===== src/rtl/interrupt_controller.sv =====
// Priority interrupt controller: latches rising edges on maskable lines and an NMI,
// presents one request at a time to the core and holds maskable requests until eoi.
module interrupt_controller #(
  parameter int N_IRQ = 8,
  parameter int VEC_W = $clog2(N_IRQ)
) (
  input  logic             clk,
  input  logic             reset,
  input  logic [N_IRQ-1:0] irq,
  input  logic             nmi_in,
  input  logic             INA,
  input  logic             mask_we,
  input  logic [N_IRQ-1:0] mask_wdata,
  input  logic             eoi,
  output logic             INT,
  output logic             NMI,
  output logic [VEC_W-1:0] vector,
  output logic [N_IRQ-1:0] pending,
  output logic             in_service
);

  // state     | meaning
  // S_IDLE    | nothing requested; pick NMI or lowest eligible line
  // S_REQ     | INT raised for vector, waiting for INA
  // S_SERVICE | maskable interrupt acknowledged, waiting for eoi
  // S_NMI_REQ | NMI raised, waiting for INA
  // S_NMI_ACK | NMI acknowledged, waiting for INA to fall, then return
  typedef enum logic [2:0] {
    S_IDLE,
    S_REQ,
    S_SERVICE,
    S_NMI_REQ,
    S_NMI_ACK
  } state_t;

  state_t state, state_nx;
  logic ret_svc, ret_svc_nx;
  logic [N_IRQ-1:0] irq_prev;
  logic [N_IRQ-1:0] mask;
  logic nmi_prev;
  logic nmi_pend;
  logic armed;

  logic [N_IRQ-1:0] elig;
  logic [N_IRQ-1:0] set_bits;
  logic [N_IRQ-1:0] clr_bits;
  logic [VEC_W-1:0] win;
  logic has_elig;
  logic load_vec;
  logic clr_vec;
  logic clr_nmi;
  logic nmi_set;

  assign elig     = pending & ~mask;
  assign has_elig = |elig;
  // The first cycle after reset only primes the edge history, so lines held
  // high across reset do not register as fresh edges.
  assign set_bits = armed ? (irq & ~irq_prev) : '0;
  assign nmi_set  = armed & nmi_in & ~nmi_prev;

  always_comb begin
    win = '0;
    for (int i = N_IRQ - 1; i >= 0; i--) begin
      if (elig[i]) win = VEC_W'(i);
    end
  end

  always_comb begin
    clr_bits = '0;
    if (clr_vec) clr_bits[vector] = 1'b1;
  end

  always_comb begin
    state_nx   = state;
    ret_svc_nx = ret_svc;
    load_vec   = 1'b0;
    clr_vec    = 1'b0;
    clr_nmi    = 1'b0;
    case (state)
      S_IDLE: begin
        if (nmi_pend) begin
          state_nx   = S_NMI_REQ;
          ret_svc_nx = 1'b0;
        end else if (has_elig) begin
          load_vec = 1'b1;
          state_nx = S_REQ;
        end
      end
      S_REQ: begin
        if (nmi_pend) begin
          state_nx   = S_NMI_REQ;
          ret_svc_nx = 1'b0;
        end else if (INA) begin
          clr_vec  = 1'b1;
          state_nx = S_SERVICE;
        end
      end
      S_SERVICE: begin
        if (nmi_pend) begin
          state_nx   = S_NMI_REQ;
          ret_svc_nx = 1'b1;
        end else if (eoi) begin
          state_nx = S_IDLE;
        end
      end
      S_NMI_REQ: begin
        if (INA) begin
          clr_nmi  = 1'b1;
          state_nx = S_NMI_ACK;
        end
      end
      S_NMI_ACK: begin
        if (!INA) state_nx = ret_svc ? S_SERVICE : S_IDLE;
      end
      default: state_nx = S_IDLE;
    endcase
  end

  always_ff @(posedge clk or posedge reset) begin
    if (reset) begin
      state      <= S_IDLE;
      ret_svc    <= 1'b0;
      irq_prev   <= '0;
      nmi_prev   <= 1'b0;
      nmi_pend   <= 1'b0;
      armed      <= 1'b0;
      mask       <= '1;
      pending    <= '0;
      vector     <= '0;
      INT        <= 1'b0;
      NMI        <= 1'b0;
      in_service <= 1'b0;
    end else begin
      state    <= state_nx;
      ret_svc  <= ret_svc_nx;
      irq_prev <= irq;
      nmi_prev <= nmi_in;
      armed    <= 1'b1;
      // set wins over a coincident clear
      pending  <= (pending & ~clr_bits) | set_bits;
      nmi_pend <= (nmi_pend & ~clr_nmi) | nmi_set;
      if (mask_we) mask <= mask_wdata;
      if (load_vec) vector <= win;
      INT <= (state_nx == S_REQ);
      NMI <= (state_nx == S_NMI_REQ);
      // an NMI taken from SERVICE does not end the maskable interrupt
      in_service <= (state_nx == S_SERVICE) ||
                    (ret_svc_nx && (state_nx == S_NMI_REQ || state_nx == S_NMI_ACK));
    end
  end

endmodule


===== config.mk =====
export PLATFORM = sky130hd
export DESIGN_NAME = interrupt_controller
export DESIGN_NICKNAME = d
export VERILOG_FILES = /design/src/rtl/interrupt_controller.sv
export SDC_FILE = /design/constraint.sdc
export NUM_CORES = 1
export LEC_CHECK = 0
export ABC_AREA = 1
export CORE_UTILIZATION = 45
export CTS_CLUSTER_SIZE = 8
export DETAILED_ROUTE_END_ITERATION = 7
export PLACE_DENSITY = 0.84
export SKIP_CTS_REPAIR_TIMING = 1
export SYNTH_ARGS = -nofsm -noshare
export SYNTH_HDL_FRONTEND = slang
export SYNTH_SLANG_ARGS = --single-unit

===== constraint.sdc =====
create_clock -name clk -period 1.5 [get_ports clk]
set_input_delay 0.15 -clock clk [delete_from_list [all_inputs] [get_ports clk]]
set_output_delay 0.15 -clock clk [all_outputs]
set_load 0.02 [all_outputs]

==> flow_summary_export.csv, run 1 <==
group,metric,value,unit
floorplan,fp-row-count,21,
floorplan,io_pins,36,
grt,antenna_found_initial,0,
sta,skew,0.006880,ns
detailed_routing,routed_wl,3372,um
detailed_routing,ant_nets,0,
clocking,cts_sinks,37,
finish,multiInputGateArea,593.1,um^2
clocking,cts_max_level,2,
floorplan,initial_core_util,47.21,%
grt,grt_max_degree,38,
pwr,p_leak,0.001001,uW
finish,fillers,302,
finish,final_cell_count_no_fill,273,
synth,yosys-top-cells-count,"60 x nand2_1, 29 x dfrtp_1, 16 x inv_1, 16 x nor2_1, 12 x o21ai_0",
finish,syn_to_final_growth,34.36,%
synth,synthMostInstantiatedCell,"nand2_1",
detailed_routing,viasPerCell,4.883,
detailed_routing,via_count,1333,
sta,setup_violations,0,
detailed_routing,drt_first_pass_iters,4,
worst_hold_path,hold_path.class,"in -> async",
clocking,clock_latency,0.35,ns
worst_setup_path,timing.rr.start,"state[1]$_DFF_PP0_",
sta,hold_violations,0,
sta,max_freq,0.7003,GHz
clocking,path_clk_slew,0.10,ns
worst_setup_path,arrival,1.66,ns
synth,synth.area.top_cells,"dfrtp_1 46%, nand2_1 14%, dfstp_2 13%",
sta,holdWs,0.1300,ns
synth,synth_flop_cell,"dfrtp_1",
synth,synth_seq_cells,37,
sta,final-max-slew-violation-count,0,
floorplan,die_area,3770,um^2
floorplan,coreArea,3363,um^2
finish,nets,248,
worst_setup_path,critPathKind,"reg -> reg",
synth,seq_area_frac_synth,58.94,%
outcome,status,"completed",
grt,track_usage,20.07,%
grt,grt_pass1_vias,1201,
worst_setup_path,worstPathRequired,1.73,ns
pwr,total_power,3297,uW
finish,seqCellArea,937.1,um^2
synth,synthDistinctLibCells,21,
synth,synth_edf_count,0,
floorplan,die_w,61.40,um
sta,period_share,95.19,%
sta,finalCriticalPeriod,1.428,ns
synth,synthCells,182,
finish,drive_above_1_share,18.94,%
placed_design,dp.cells,264,
grt,gr-total-overflow,0,
synth,synth_top_area_share,45.71,%
placed_design,gp_congestion,0.9124,
worst_setup_path,cp-startpoint,"state[1]$_DFF_PP0_",
floorplan,die_y,61.40,um
pwr,peakVddDrop,0.0007369,V
detailed_routing,drt_iter0_drc,60,
worst_setup_path,critPathMaxFanout,8,
worst_setup_path,worstSetupStartpointType,"flop",
pwr,p_per_area,1545,nW/um^2
clocking,numCtsBuffers,5,
grt,grt_pass1_wl,5306,um
synth,synth-async-reset-ratio,100.0,%
placed_design,dp_hpwl,2452,um
synth,yosysWarnings,0,
detailed_routing,drcViolationCount,0,
worst_setup_path,crit_path_end_kind,"flop",
flow_run,cap_violations,0,
clocking,root_buffer,"clkbuf_4",
synth,syn_nets,204,
placed_design,port_buffers,35,
detailed_routing,wire_per_inst,12.35,um
synth,syn_area,1588,um^2
clocking,cts_tree,"built",
finish,antenna_cells,0,
synth,syn_avg_cell_area,8.724,um^2
clocking,clock_path_buffers,2,
synth,yosys.area.top_type,"dfrtp_1",
## report_power, final
group	internal [uW]	switching, uW
logic	550	814
registers	1230	200
clock network	183	321
total	1960	1340
## per-stage QoR
| step | setup slack, ns | util, % | TNS (ns) | cell area (um^2) |
|---|---|---|---|---|
| after floorplan | 0.1802 | - | 0 | 1588 |
| after global placement | 0.04440 | 60.04 | 0 | 2019 |
| after detailed placement | -0.1020 | 60.04 | -0.1452 | 2019 |
| after CTS | -0.1035 | 61.53 | -0.4757 | 2069 |
| after global routing | -0.01806 | 63.43 | -0.01806 | 2133 |
| final | 0.07210 | 63.43 | 0 | 2133 |
## registers in the layout, summed over array words and instances, names as in the netlist
name,cells
irq_prev,8
vector,3
state,3
pending,8
armed,1
ret_svc,1
NMI,1
nmi_prev,1
mask,8
in_service,1
INT,1
nmi_pend,1
## routing by layer
layer	wire length [um]	vias to the layer above	GRT usage, %
met1	1501	624	26.82
met5	0	-	0
li1	-	667	-
met4	45	0	9.206
met2	1661	36	30.12
met3	164	6	6.303
## area by class of cell
cell class / count / area share (%)
multi-input combinational: 122 / 27.80
tap: 46 / 2.698
clock buffer: 7 / 2.111
inverter: 22 / 3.871
timing repair buffer: 38 / 19.35
clock inverter: 1 / 0.2346
sequential: 37 / 43.93
## placed cells by master, fill, tap and decap left out, types with 3 or more instances in the layout
cell type	n
dfrtp_1	28
nor2_1	14
nand2_1	53
nor2_4	3
a21oi_1	3
dfstp_2	8
inv_2	6
clkbuf_4	5
dlymetal6s2s_1	11
o31ai_1	7
inv_1	16
nor2_2	3
o21ai_0	12
clkdlybuf4s50_1	24
nand3_1	7
nand2_2	11
## path summary, 6_finish.rpt
path                                             end  slack [ns]  depth (start not counted)
max in group asynchronous        mask[1]$_DFFE_PP1P_        1.11                          3
worst max register to register  pending[4]$_DFF_PP0_        0.07                          6
min in group clk                  nmi_prev$_DFF_PP0_        0.26                          1
worst min register to register    nmi_pend$_DFF_PP0_        0.44                          1
worst max-delay path            pending[4]$_DFF_PP0_        0.07                          6
worst min-delay path               ret_svc$_DFF_PP0_        0.13                          3
## kinds of logic after synthesis
family / share of synthesized area, %
AND/OR/NAND/NOR: 25.69
flip-flops: 58.94
AO/OA/AOI/OAI: 9.693
buffers and inverters: 5.437
other: 0.2362
## worst max-delay path, stage by stage (launching register included)
cell	delay [ns]
dfrtp_2	0.46
inv_2	0.08
nand2_1	0.07
nor3_2	0.16
nand2_2	0.15
o31ai_1	0.30
nand2_1	0.10
Power figures use the tool's default switching activity.
==> run 2: changes to the inputs <==
--- a/config.mk
+++ b/config.mk
@@ -9,7 +9,8 @@
 export CORE_UTILIZATION = 45
 export CTS_CLUSTER_SIZE = 8
 export DETAILED_ROUTE_END_ITERATION = 7
-export PLACE_DENSITY = 0.84
+export DONT_BUFFER_PORTS = 1
+export PLACE_DENSITY = 0.71
 export SKIP_CTS_REPAIR_TIMING = 1
 export SYNTH_ARGS = -nofsm -noshare
 export SYNTH_HDL_FRONTEND = slang
==> run 2 against run 1 <==
  * Sequential share of layout area up 3.3 points
  * Via count increased by 0.53%
  * Count of clock-buffer cells in the layout is 1 higher
  * Cell count down 3.3%
  * Global-route usage barely moved
  * Critical path type is now in -> reg
  * Critical endpoint is now mask[2]$_DFFE_PP1P_
  * Largest cell class unchanged
  * Register-to-register slack is essentially flat
==> flow_summary_export.csv, run 2 (synthesis gave the netlist of run 1 again) <==
group,metric,value,unit
detailed_routing,viasPerCell,5.076,
finish,antenna_cells,0,
sta,max_freq,0.7001,GHz
grt,use_met3,6.723,%
placed_design,dp_hpwl,2497,um
clocking,clock_path_buffers,2,
grt,use_met1,24.66,%
flow_run,cap_violations,0,
finish,nets,239,
worst_setup_path,worstPathRequired,1.79,ns
pwr,p_leak,0.0009172,uW
worst_setup_path,cp_slowest_stage_delay,0.82,ns
worst_setup_path,cpLargestDelayFamily,"buffers and inverters",
grt,top_usage_layer,"met2",
pwr,p_per_area,1589,nW/um^2
finish,final_cell_count_no_fill,264,
floorplan,die_y,61.40,um
sta,period_share,95.22,%
grt,track_usage,20.10,%
sta,timing.final.ws_setup,0.07172,ns
finish,most-common-layout-cells,"58 x nand2_1, 28 x dfrtp_1, 20 x dlygate4sd3_1",
pwr,peakVddDrop,0.0007937,V
sta,final-max-slew-violation-count,0,
sta,skew,0.01257,ns
finish,drive_above_1_share,20.64,%
finish,multiInputGateArea,580.6,um^2
grt,antenna_found_initial,0,
worst_setup_path,rrSetupSlack,0.07,ns
floorplan,coreArea,3363,um^2
placed_design,port_buffers,0,
outcome,status,"completed",
worst_setup_path,worstRegToRegCells,11,
finish,seqCellArea,937.1,um^2
floorplan,die_area,3770,um^2
grt,grt_pass1_vias,1208,
pwr,total_power,3153,uW
worst_setup_path,worstPathCellList,"dlygate4sd3_1, nand2_1, o21ai_0, dlygate4sd3_1",
clocking,path_clk_slew,0.11,ns
detailed_routing,drt_iter0_drc,75,
sta,rsz0062_at_grt,"true",
floorplan,io_pins,36,
worst_setup_path,timing.rr.start,"mask[7]$_DFFE_PP1P_",
worst_setup_path,worstSetupStartpointType,"primary input",
worst_hold_path,hold_path_depth,3,
placed_design,gp_congestion,0.8485,
clocking,cts_sinks,37,
grt,grt_max_degree,38,
detailed_routing,via_count,1340,
sta,setup_violations,0,
worst_setup_path,cp-startpoint,"mask_we",
worst_hold_path,hold_path.class,"in -> reg",
finish,layout_commonest_cell,"nand2_1",
clocking,numCtsBuffers,5,
placed_design,post-place-ws,0.04546,ns
clocking,clock_latency,0.34,ns
grt,grt_pass1_wl,5333,um
grt,grt_use_met2,33.39,%
sta,finalCriticalPeriod,1.428,ns
detailed_routing,drcViolationCount,0,
detailed_routing,routed_wl,3505,um
worst_setup_path,critPathKind,"in -> reg",
clocking,cts_tree,"built",
worst_setup_path,critPathMaxFanout,16,
finish,fillers,303,
worst_setup_path,crit_path_end_kind,"flop",
worst_hold_path,hold_path.startpoint,"INA",
finish,syn_to_final_growth,24.98,%
detailed_routing,wire_per_inst,13.28,um
worst_setup_path,crit_top_cell,"dlygate4sd3_1",
detailed_routing,drt_first_pass_iters,4,
sta,hold_violations,0,
worst_setup_path,reg2reg_to,"in_service$_DFF_PP0_",
sta,holdWs,0.09671,ns
worst_setup_path,arrival,1.72,ns
floorplan,fp-row-count,21,
detailed_routing,ant_nets,0,
finish,reg.largest.list,"irq_prev x8, mask x8, pending x8",
grt,gr-total-overflow,0,
placed_design,dp.cells,236,
worst_setup_path,critPathBufInv,2,
clocking,root_buffer,"clkbuf_4",
floorplan,initial_core_util,47.21,%
worst_setup_path,slowest_stage,"dlygate4sd3_1",
worst_hold_path,hold_path_end,"state[1]$_DFF_PP0_",
clocking,cts_max_level,2,
finish,final_util,59.00,%
floorplan,die_w,61.40,um
-- run 2: cell types whose count changed in the layout (fill, tap and decap cells not counted), sizes merged --
| cell | change |
|---|---|
| clkdlybuf4s50 | -24 |
| buf | +6 |
| clkinv | -1 |
| clkbuf | +1 |
| dlymetal6s2s | -11 |
| dlygate4sd3 | +20 |
-- run 2: metal layers --
metal / vias up / share of wire, % / routed length [um]
li1: 650 / - / -
met1: 629 / 42 / 1465
met2: 55 / 51 / 1777
met3: 6 / 6.6 / 232
met4: 0 / 0.83 / 29
met5: - / 0 / 0
-- run 2: area by class of cell --
cell class	instances	share of cell area (%)
Sequential cell	37	47.23
Multi-Input combinational cell	122	29.26
Timing Repair Buffer	29	13.49
Inverter	22	4.161
Clock buffer	8	2.963
Tap cell	46	2.900
-- run 2: report_power, final --
part	switching, uW	internal [uW]	total [uW]
Clock	301	231	532
Combinational	713	394	1110
Sequential	286	1230	1510
Total	1300	1850	3150
-- run 2: how the worst max path moves through the flow --
stage	to	cells past startpoint	slack, ns
after detailed placement	in_service$_DFF_PP0_	11	0.05
after CTS	in_service$_DFF_PP0_	11	0.02
after global placement	in_service$_DFF_PP0_	11	0.11
after global routing	in_service$_DFF_PP0_	11	-0.02
final	mask[2]$_DFFE_PP1P_	4	0.07
after floorplan	in_service$_DFF_PP0_	11	0.18
-- run 2: worst reg2reg max path: cells and delay by family (launching register included) --
| family | cells | cell delay (ns) |
|---|---|---|
| buf+inv | 1 | 0.06 |
| simple gates | 10 | 0.73 |
| flops | 1 | 0.54 |
-- run 2: stage by stage --
stage	setup TNS, ns	cell area (um^2)
3_5_place_dp	0	1709
2_1_floorplan	0	1588
4_1_cts	0	1768
3_3_place_gp	0	1709
6_report	0	1984
5_1_grt	-0.02774	1984
